### src/rtl/rr_arb_mux.sv
// N-input valid/ready arbiter (round-robin or fixed-priority) feeding a single
// registered output stage; one word per cycle when the consumer keeps up.
module rr_arb_mux #(
    parameter int DATA_WIDTH = 32,
    parameter int NUM_IN     = 4,
    parameter int SEL_WIDTH  = (NUM_IN > 1) ? $clog2(NUM_IN) : 1
) (
    input  logic                         clk,
    input  logic                         rst_n,
    input  logic [NUM_IN*DATA_WIDTH-1:0] in_data,
    input  logic [NUM_IN-1:0]            in_valid,
    output logic [NUM_IN-1:0]            in_ready,
    input  logic                         mode,
    output logic [DATA_WIDTH-1:0]        out_data,
    output logic [SEL_WIDTH-1:0]         out_sel,
    output logic                         out_valid,
    input  logic                         out_ready
);

    logic [DATA_WIDTH-1:0] in_word [NUM_IN];

    logic                  load_en;
    logic                  accept;
    logic                  grant_vld;
    logic [SEL_WIDTH-1:0]  grant_idx;
    logic [SEL_WIDTH-1:0]  low_idx;
    logic [SEL_WIDTH-1:0]  hi_idx;
    logic                  hi_found;

    logic [DATA_WIDTH-1:0] out_data_q, out_data_d;
    logic [SEL_WIDTH-1:0]  out_sel_q, out_sel_d;
    logic                  out_valid_q, out_valid_d;
    logic [SEL_WIDTH-1:0]  rr_ptr_q, rr_ptr_d;

    assign load_en = !out_valid_q || out_ready;

    // Round-robin search is split into "lowest valid at or above rr_ptr" and
    // "lowest valid overall" so the wrap never needs a variable rotate.
    always_comb begin
        grant_vld = |in_valid;
        low_idx   = '0;
        hi_idx    = '0;
        hi_found  = 1'b0;
        for (int i = NUM_IN - 1; i >= 0; i--) begin
            if (in_valid[i]) begin
                low_idx = SEL_WIDTH'(i);
            end
            if (in_valid[i] && (i >= int'(rr_ptr_q))) begin
                hi_idx   = SEL_WIDTH'(i);
                hi_found = 1'b1;
            end
        end
        grant_idx = (!mode && hi_found) ? hi_idx : low_idx;
    end

    genvar gi;
    generate
        for (gi = 0; gi < NUM_IN; gi++) begin : g_ch
            assign in_word[gi]  = in_data[gi*DATA_WIDTH +: DATA_WIDTH];
            assign in_ready[gi] = rst_n && load_en && grant_vld &&
                                  (grant_idx == SEL_WIDTH'(gi));
        end
    endgenerate

    assign accept = grant_vld && load_en;

    always_comb begin
        out_data_d  = out_data_q;
        out_sel_d   = out_sel_q;
        out_valid_d = out_valid_q;
        rr_ptr_d    = rr_ptr_q;
        if (load_en) begin
            out_valid_d = accept;
        end
        if (accept) begin
            out_data_d = in_word[grant_idx];
            out_sel_d  = grant_idx;
            if (!mode) begin
                rr_ptr_d = (grant_idx == SEL_WIDTH'(NUM_IN - 1)) ? '0
                         : grant_idx + SEL_WIDTH'(1);
            end
        end
    end

    always_ff @(posedge clk or negedge rst_n) begin
        if (!rst_n) begin
            out_data_q  <= '0;
            out_sel_q   <= '0;
            out_valid_q <= 1'b0;
            rr_ptr_q    <= '0;
        end else begin
            out_data_q  <= out_data_d;
            out_sel_q   <= out_sel_d;
            out_valid_q <= out_valid_d;
            rr_ptr_q    <= rr_ptr_d;
        end
    end

    assign out_data  = out_data_q;
    assign out_sel   = out_sel_q;
    assign out_valid = out_valid_q;

endmodule

### config.mk
export PLATFORM = sky130hd
export DESIGN_NAME = rr_arb_mux
export DESIGN_NICKNAME = d
export VERILOG_FILES = /design/src/rtl/rr_arb_mux.sv
export SDC_FILE = /design/constraint.sdc
export NUM_CORES = 1
export LEC_CHECK = 0
export BUFFER_PORTS_ARGS = -buffer_cell sky130_fd_sc_hd__buf_2
export CORE_UTILIZATION = 37
export DETAILED_ROUTE_END_ITERATION = 8
export PLACE_DENSITY = 0.81
export SYNTH_ARGS = -nofsm -noshare
export SYNTH_HDL_FRONTEND = slang
export SYNTH_SLANG_ARGS = --single-unit
### constraint.sdc
create_clock -name clk -period 2.9 [get_ports clk]
set_clock_uncertainty 0.1 [all_clocks]
set_input_delay 0.29 -clock clk [delete_from_list [all_inputs] [get_ports clk]]
set_output_delay 0.29 -clock clk [all_outputs]
set_load 0.03 [all_outputs]
==> impl_metrics.yaml <==
status:
  outcome: "finished clean"
timing:
  finalSetupTns_ps: 0
  setup_slack_ps: 286.0
  fin_crit_sh_pct: 90.14
  rsz0062_at_grt: "false"
  drv_slew: 0
  hold_viol_final: 0
  fmax_mhz: 382.6
  finalSetupViolCount: 0
  layout_min_cycle_time_ps: 2614
  slew_headroom_pct: 57.93
  tightestPinTransition_ps: 631.1
synth:
  async_flop_share_pct: 100.0
  synth_common_cells: "nor2_1 (40), dfrtp_1 (37), o21ai_0 (29)"
  ys_warn_count: 0
  synth_top_area_cell: "dfrtp_1"
  yosys.area.top_type_share_pct: 39.57
  synth_seq_area_share_pct: 39.57
  synth_edf_count: 0
  ys_ff_latch: 37
  synth.cell_area_sq_mm: 0.002340
  ys.flop_type: "dfrtp_1"
  synthesis.instances: 286
  ys_top_cells_by_area: "dfrtp_1 (40%), a31oi_1 (7.0%), a221oi_1 (6.7%), nor2_1 (6.4%), o21ai_0 (6.2%)"
  synth_area_per_cell_sq_um: 8.181
  synth_cell_types: 33
  syn-num-nets: 422
  synth.most_common_cell: "nor2_1"
global_route:
  grt_max_degree: 28
  grt_pass1_wl_mm: 12.46
  antenna_found_initial: 0
  overflow: 0
  first_global_vias: 2768
  grt_use_total_pct: 24.58
place:
  place_ws_ps: 422.1
  gp_congestion: 0.8959
  portBuffers: 174
  hpwl_mm: 6.212
floorplan:
  dieArea_sq_mm: 0.006646
  dieWidth_um: 81.52
  start_util_pct: 38.83
  io_pins: 175
  die_h_um: 81.52
  core_sq_mm: 0.006026
  rows: 28
clock_tree:
  cts_inserted_buffers: 5
  cts_resized: 0
  clkSlewWorstSetupHoldPaths_ps: 80
  clock_path_buffers: 2
  postCtsSetupBuffers: 0
  cts_tree: "yes"
  h-tree-depth: 2
  clk_latency_ps: 280
  cts_root_buf: "clkbuf_8"
  hold_buffers: 1
  clock-sinks: 37
detailed_routing:
  vias: 3054
  initialDrtViolationCount: 168
  ant_nets: 0
  routed_via_density: 5.741
  drtPass1Iterations: 5
  routed_wirelength_mm: 8.417
  wire_per_inst_um: 15.82
  drc: 0
critical_path:
  path_cells: "nor2_1, o21a_1, a21oi_1, nand3b_1, a211oi_1, buf_2"
  cp.required_ps: 2510
  crit_type: "register to primary output"
  cpMaxStageDelayCell: "o21a_1"
  crit_family: "compound AO/OA/AOI/OAI gates"
  cp.depth: 6
  cp_num_buf_inv: 1
  arrival_ps: 2220
  r2r_cells: 7
  cp-end-kind: "primary output"
  slowest_delay_ps: 470
  critPathLaunchType: "register"
  r2r_setup_slack_ps: 400
  cp_max_fo: 12
pwr:
  ir_worst_vdd_mv: 0.4009
  power_density_mw_per_mm2: 711.2
  p_leak_nw: 1.617
job:
  cap_violations: 0
finish:
  n_fill_cell: 563
  nNetsFinal: 592
  syn2layout_area_growth_pct: 48.50
  layout-drive-gt1-share_pct: 44.20
  n_antenna_cell: 0
  fin_util_pct: 57.66
worst_hold_path:
  hold_depth: 3
  hold_path.class: "input pin to register"
==> cell usage in the layout, fill, tap and decap left out, types with 2 or more instances in the layout <==
cell,count
a2111oi_0,7
a211oi_1,2
a21oi_1,17
a221oi_1,18
a22oi_1,14
a31oi_1,26
buf_2,174
buf_4,13
bufinv_16,2
clkbuf_8,5
dfrtp_1,37
inv_1,4
mux2_2,2
nand2_1,25
nand2b_1,4
nor2_1,39
nor3b_1,9
nor4_1,2
nor4b_1,7
o21a_1,2
o21ai_0,29
==> kinds of logic (layout without fill, tap and decap cells) <==
| logic type | after synthesis | in the layout | synth area share, % |
|---|---|---|---|
| mux | 3 | 3 | 1.390 |
| compound gates | 122 | 122 | 34.28 |
| flops | 37 | 37 | 39.57 |
| simple gates | 95 | 95 | 19.68 |
| buf+inv | 29 | 200 | 5.080 |
==> tightest hold or removal path, delay by kind of cell <==
family | cells | cell delay [ps]
and+or+nand+nor | 1 | 50
buffers and inverters | 1 | 90
AOI/OAI and AO/OA | 1 | 70
==> sequential cells by signal, indices dropped and copies added, names as in the netlist <==
name and flops:
out_data 32, out_valid 1, out_sel 2, rr_ptr_q 2
==> metrics by stage <==
step / total power [mW] / cells / hold slack (ps) / cell area, sq um
final: 2.471 / 532 / 158.1 / 3475
after global routing: 2.614 / 532 / 152.4 / 3475
after CTS: 2.483 / 532 / 150.4 / 3475
after detailed placement: 1.950 / 523 / 131.0 / 3331
after global placement: 1.922 / 523 / 114.9 / 3331
after floorplan: 1.522 / 286 / -105.6 / 2340
==> per-layer routing <==
layer  global-route usage, %  wire length [um]  vias up
met4                   7.857               129        0
met3                   4.889               713       11
met5                       0                 0        -
li1                        -                 -     1435
met1                   28.63              3389     1437
met2                   44.75              4185      171
==> path summary, 6_finish.rpt <==
path,end,start
worst max-delay path,in_ready[0],rr_ptr_q[1]$_DFFE_PN0P_
worst min-delay path,out_data[19]$_DFFE_PN0P_,in_data[83]
worst max register to register,out_data[0]$_DFFE_PN0P_,rr_ptr_q[1]$_DFFE_PN0P_
worst min register to register,out_sel[0]$_DFFE_PN0P_,out_sel[0]$_DFFE_PN0P_
max in group asynchronous,out_data[23]$_DFFE_PN0P_,rst_n
min in group asynchronous,out_data[26]$_DFFE_PN0P_,rst_n
==> power by group <==
group          leakage, nW  internal, mW  switching, mW
combinational         1.13         0.408          0.781
sequential           0.423         0.666         0.0912
clock               0.0681         0.342          0.184
total                 1.62          1.42           1.06
==> layout make-up <==
cell class              instances  area, sq um  share of cell area (%)
multi-input cells             220         1328                   38.21
repair buffers                188        978.4                   28.16
flip-flops and latches         37        925.9                   26.65
well taps                      75        93.84                   2.701
clock buffers                   5        68.82                   1.981
clock inverters                 3        65.06                   1.873
inverters                       4        15.01                  0.4321
(Power assumes the default switching activity.)
